**config.mk**
```make
export PLATFORM = sky130hd
export DESIGN_NAME = pc_gen
export DESIGN_NICKNAME = d
export VERILOG_FILES = /design/src/rtl/pc_gen.sv
export SDC_FILE = /design/constraint.sdc
export NUM_CORES = 1
export LEC_CHECK = 0
export BUFFER_PORTS_ARGS = -buffer_cell sky130_fd_sc_hd__buf_4
export CORE_UTILIZATION = 35
export DETAILED_ROUTE_END_ITERATION = 6
export GPL_TIMING_DRIVEN = 0
export SYNTH_ARGS = -nofsm -noshare
export SYNTH_HDL_FRONTEND = slang
export SYNTH_SLANG_ARGS = --single-unit
```
**constraint.sdc**
```tcl
create_clock -name clk -period 3.8 [get_ports clk]
set_clock_uncertainty 0.05 [all_clocks]
set_input_delay 0.57 -clock clk [delete_from_list [all_inputs] [get_ports clk]]
set_output_delay 0.57 -clock clk [all_outputs]
set_load 0.01 [all_outputs]
```
**src/rtl/pc_gen.sv**
```systemverilog
// pc_gen: fetch-PC generator with prioritised redirect channels and a
// one-entry pending-redirect buffer. Drives pc_o to IF via a valid/ready
// handshake (accept = pc_valid_o & fetch_ready_i).
// Optional feature macro: ADDR_ERR_CHECK_EN. When it is defined, misaligned
// redirect targets are loaded unmodified and flagged on addr_err_o. When it is
// undefined, target bits [1:0] are cleared on load and addr_err_o is tied 0.
module pc_gen #(
  parameter int                ADDR_W    = 32,
  parameter logic [ADDR_W-1:0] RESET_VEC = 32'hBFC00000,
  parameter int                FETCH_W   = 1,
  parameter int                N_REDIR   = 3
) (
  input  logic                      clk,
  input  logic                      rst,
  input  logic [N_REDIR-1:0]        redir_valid_i,
  input  logic [N_REDIR*ADDR_W-1:0] redir_target_i,
  input  logic                      fetch_ready_i,
  output logic [ADDR_W-1:0]         pc_o,
  output logic                      pc_valid_o,
  output logic                      redir_pending_o,
  output logic                      addr_err_o
);

  localparam int IDX_W = (N_REDIR > 1) ? $clog2(N_REDIR) : 1;
  localparam logic [ADDR_W-1:0] BLK_BYTES = ADDR_W'(4 * FETCH_W);
  localparam logic [ADDR_W-1:0] BLK_MASK  = ~(BLK_BYTES - ADDR_W'(1));

  // State
  logic [ADDR_W-1:0] r_pc;
  logic              r_pc_valid;
  logic              r_pend_valid;
  logic [IDX_W-1:0]  r_pend_idx;
  logic [ADDR_W-1:0] r_pend_tgt;

  // Combinational decisions
  logic              w_accept;
  logic              w_in_any;
  logic [IDX_W-1:0]  w_in_idx;
  logic [ADDR_W-1:0] w_in_tgt;
  logic              w_take_in;
  logic              w_win_valid;
  logic [IDX_W-1:0]  w_win_idx;
  logic [ADDR_W-1:0] w_win_tgt;
  logic [ADDR_W-1:0] w_load_tgt;
  logic [ADDR_W-1:0] w_seq_pc;

  assign w_accept = r_pc_valid & fetch_ready_i;
  assign w_in_any = |redir_valid_i;
  assign w_seq_pc = (r_pc & BLK_MASK) + BLK_BYTES;

  // Pick the lowest-index incoming redirect (scan high to low so the last hit wins).
  always_comb begin
    // NOTE: every always_comb output gets a default first, so no path leaves it unassigned and no latch is inferred.
    w_in_idx = '0;
    w_in_tgt = '0;
    for (int i = N_REDIR - 1; i >= 0; i--) begin
      if (redir_valid_i[i]) begin
        w_in_idx = IDX_W'(i);
        w_in_tgt = redir_target_i[i*ADDR_W +: ADDR_W];
      end
    end
  end

  // Arbitrate incoming winner against the pending entry; incoming wins ties.
  always_comb begin
    w_take_in   = w_in_any && (!r_pend_valid || (w_in_idx <= r_pend_idx));
    w_win_valid = w_in_any | r_pend_valid;
    w_win_idx   = w_take_in ? w_in_idx : r_pend_idx;
    w_win_tgt   = w_take_in ? w_in_tgt : r_pend_tgt;
  end

`ifdef ADDR_ERR_CHECK_EN
  logic r_addr_err;
  logic w_load_err;

  assign w_load_tgt = w_win_tgt;
  assign w_load_err = |w_win_tgt[1:0];
  assign addr_err_o = r_addr_err;

  // Error flag follows the most recent load: set by a misaligned redirect, cleared by any other load.
  always_ff @(posedge clk) begin
    if (rst) begin
      r_addr_err <= 1'b0;
    end else if (w_accept) begin
      r_addr_err <= w_win_valid ? w_load_err : 1'b0;
    end
  end
`else
  assign w_load_tgt = w_win_tgt & ~ADDR_W'(3);
  assign addr_err_o = 1'b0;
`endif

  // PC, valid and pending-redirect registers.
  always_ff @(posedge clk) begin
    // NOTE: sequential state uses non-blocking assignments so every register samples pre-edge values.
    if (rst) begin
      r_pc         <= RESET_VEC;
      r_pc_valid   <= 1'b0;
      r_pend_valid <= 1'b0;
      r_pend_idx   <= '0;
      r_pend_tgt   <= '0;
    end else begin
      r_pc_valid <= 1'b1;
      if (w_accept) begin
        // Redirect (incoming or pending) takes precedence over sequential advance.
        r_pc         <= w_win_valid ? w_load_tgt : w_seq_pc;
        r_pend_valid <= 1'b0;
      end else if (w_win_valid) begin
        // Stalled: PC held; the current winner becomes (or stays) the pending entry.
        r_pend_valid <= 1'b1;
        r_pend_idx   <= w_win_idx;
        r_pend_tgt   <= w_win_tgt;
      end
    end
  end

  assign pc_o            = r_pc;
  assign pc_valid_o      = r_pc_valid;
  assign redir_pending_o = r_pend_valid;

endmodule

```
==> run metrics <==
count of TritonRoute iterations in the first routing pass 5; final count of hold timing violations 0; endpoint type of the worst setup path flop; worst setup path startpoint redir_valid_i[0]; fin crit share 91.0%; Final Instance Count excl. Fillers 831; Register Area 0.00128 sq mm; overflow left after global routing 0; shortest period the worst path allows 3460 ps; most frequently used cell type in the post-synthesis netlist sky130_fd_sc_hd__nand2_1; weighted congestion at the end of routability-driven global placement 0.928; Crit path required time 3960 ps; summed negative setup slack over all endpoints 0 ps; largest area contributor in the synthesized netlist sky130_fd_sc_hd__dfxtp_1; number of vias per cell after detailed routing 5.71; maximum number of pins on one net before global-route repair 11; number of nets in the layout 791; Max clock buf depth 2; hold slack 410 ps; clock tree from TritonCTS yes; Reg2Reg Launch Point pc_valid_o$_DFF_P_; Synth area leaders sky130_fd_sc_hd__dfxtp_1, sky130_fd_sc_hd__nand2_1, sky130_fd_sc_hd__a21oi_1, sky130_fd_sc_hd__o21ai_0, sky130_fd_sc_hd__a22oi_1; asr flop ratio synth 0%; ratio of cells with drive above 1 in the final layout 25.2%; total vias in the final route 4743; All-Layer GR Usage 27.6%; count of standard-cell rows 38; global-route wire length before repair 24.3 mm; maximum fanout count along the critical path 10; count of input and output buffers 125; vias in the first global route 4470; number of inserted filler cells in the final layout 1118; slew at the pin closest to its max-slew limit 754 ps; Mean Syn Cell Area 7.20 sq um; #FFs+latches synth 64; Min-Delay Path Class reg2reg; maximum clock frequency 289 MHz; count of nets left with antenna violations after detail routing 0; most frequent cells after synthesis sky130_fd_sc_hd__nand2_1, sky130_fd_sc_hd__dfxtp_1, sky130_fd_sc_hd__a21oi_1; total power after layout 0.00190 W; placed inst area 0.00507 sq mm; Antenna Cells 0; warning count from the yosys run 0; H-tree levels 3; setup repair after global routing missed its margin false; Horiz. Die Dim 108 um; io pins 137; Syn Std Cell Area 0.00395 sq mm; number of DRC markers after the initial detailed-route iteration 373; Worst Path Class, Setup in2reg; Rel. slew slack 49.7%; initial cell density of the core 36.2%; leakage power 2.21 nW; worst reg2reg endpoint pc_o[28]$_SDFFE_PP1P_; Mapped Cells 548; Layout Cell Area excl Fill 0.00529 sq mm; register-to-register path setup slack 1180 ps; final setup violating endpoints 0; count of clock tree sinks 64; proportion of netlist area held by the largest area contributor 32.5%; drt total wl 15.8 mm; sort of element at the start of the critical path primary input; result of the run complete, no violations; share of the yosys chip area belonging to registers 32.5%; library cells used by synthesis 58; count of max-cap constraint violations 0; Clock transition at path regs 70 ps; Clk Latency, worst-skew pair 350 ps; Post-CTS Hold Fix Bufs 0; total clock buffers created by CTS 9; layout overhead on the synthesized area 34.0%; area enclosed by the die boundary 0.0117 sq mm; top flip-flop cell by instance count after synthesis sky130_fd_sc_hd__dfxtp_1; number of pins with negative max-slew slack in the final report 0; HPWL Detailed 11.9 mm; largest voltage drop on the vdd net 0.123 mV; CTS root buf sky130_fd_sc_hd__clkbuf_8; capture point of the critical path pc_o[18]$_SDFFE_PP0P_; Power Dens Cells 359 mW/mm^2; area of the core 0.0109 sq mm; number of instances in the placed design 815; DRC violation count after routing 0; area of the multi-input gates 0.00238 sq mm; Post-synth EDFFs 0; post-DR wirelength/cell 19.0 um; initial antenna violation count 0; CP arrival 3620 ps; path depth of the worst reg2reg path 6; chip height 108 um
final cells by class:
type,count,area share [%]
multi-input cells,421,45.0
flip-flops and latches,64,24.2
repair buffers,125,17.8
plain buffers,48,4.33
clock buffers,14,3.46
well taps,140,3.31
inverters,17,1.21
clock inverters,2,0.663
registers in the layout, summed over array words and instances, names as in the netlist:
name and count:
pc_valid_o 1, r_pend_tgt 30, redir_pending_o 1, pc_o 30, r_pend_idx 2
what timing repair did:
item                                    in CTS  in global routing
endpoints found under the setup margin       0                 10
gates resized for setup                      0                  2
buffers inserted                             0                  0
worst min-delay path by stage:
stage | from | to | slack, ps | cells past startpoint
2_1_floorplan | r_pend_tgt[27]$_SDFFE_PP0P_ | r_pend_tgt[27]$_SDFFE_PP0P_ | 390 | 2
5_1_grt | r_pend_tgt[7]$_SDFFE_PP0P_ | r_pend_tgt[7]$_SDFFE_PP0P_ | 430 | 2
6_report | r_pend_tgt[23]$_SDFFE_PP0P_ | r_pend_tgt[23]$_SDFFE_PP0P_ | 410 | 2
4_1_cts | r_pend_tgt[19]$_SDFFE_PP0P_ | r_pend_tgt[19]$_SDFFE_PP0P_ | 410 | 2
3_3_place_gp | r_pend_tgt[27]$_SDFFE_PP0P_ | r_pend_tgt[27]$_SDFFE_PP0P_ | 390 | 2
3_5_place_dp | r_pend_tgt[23]$_SDFFE_PP0P_ | r_pend_tgt[23]$_SDFFE_PP0P_ | 400 | 2
stage by stage:
stage               util (%)  worst slack (ps)
floorplan                  -               754
global placement        46.5              -110
detailed placement      46.5             -85.4
CTS                     48.5               281
global route            48.5               156
finish                  48.5               341
routing by layer:
metal	track usage [%]	share of wire (%)	vias up
li1	-	-	2283
met1	36.5	45	2228
met2	44.9	46	209
met3	5.18	7.8	23
met4	9.10	1.4	0
met5	0	0	-
layout by cell type, fill, tap and decap left out, types with 16 or more instances in the layout:
master                     Yosys  final
sky130_fd_sc_hd__dfxtp_1      64     64
sky130_fd_sc_hd__inv_1        17     17
sky130_fd_sc_hd__o21ai_0      37     37
sky130_fd_sc_hd__a22oi_1      22     22
sky130_fd_sc_hd__clkbuf_1     24     24
sky130_fd_sc_hd__nor2_1       36     36
sky130_fd_sc_hd__nand3_1      18     18
sky130_fd_sc_hd__buf_4         3    128
sky130_fd_sc_hd__a21oi_1      51     51
sky130_fd_sc_hd__buf_2        16     16
sky130_fd_sc_hd__nor3_1       26     26
sky130_fd_sc_hd__a221oi_1     18     18
sky130_fd_sc_hd__nand2_1      97     97
where the power goes:
| part | switching [W] | leakage [nW] | internal, W |
|---|---|---|---|
| clock | 0.000277 | 0.113 | 0.000374 |
| sequential | 0.0000487 | 0.527 | 0.000724 |
| combinational | 0.000268 | 1.57 | 0.000207 |
kinds of logic after synthesis:
logic type	synth area share (%)
flip-flops	32.5
AO/OA/AOI/OAI	29.4
buffers and inverters	7.39
AND/OR/NAND/NOR	27.8
multiplexers	1.93
adder cells (fa/ha/maj)	0.952
other	0.0951
critical path, cell delays in order:
cell                       delay [ps]
sky130_fd_sc_hd__buf_2            180
sky130_fd_sc_hd__clkbuf_1         380
sky130_fd_sc_hd__clkbuf_2         360
sky130_fd_sc_hd__nor3b_1          110
sky130_fd_sc_hd__ha_1             300
sky130_fd_sc_hd__nor2b_1          130
sky130_fd_sc_hd__o211ai_1         360
sky130_fd_sc_hd__nand2_1          260
sky130_fd_sc_hd__buf_2            280
sky130_fd_sc_hd__a211oi_1         520
sky130_fd_sc_hd__o32ai_1          180
Power figures use the tool's default switching activity.
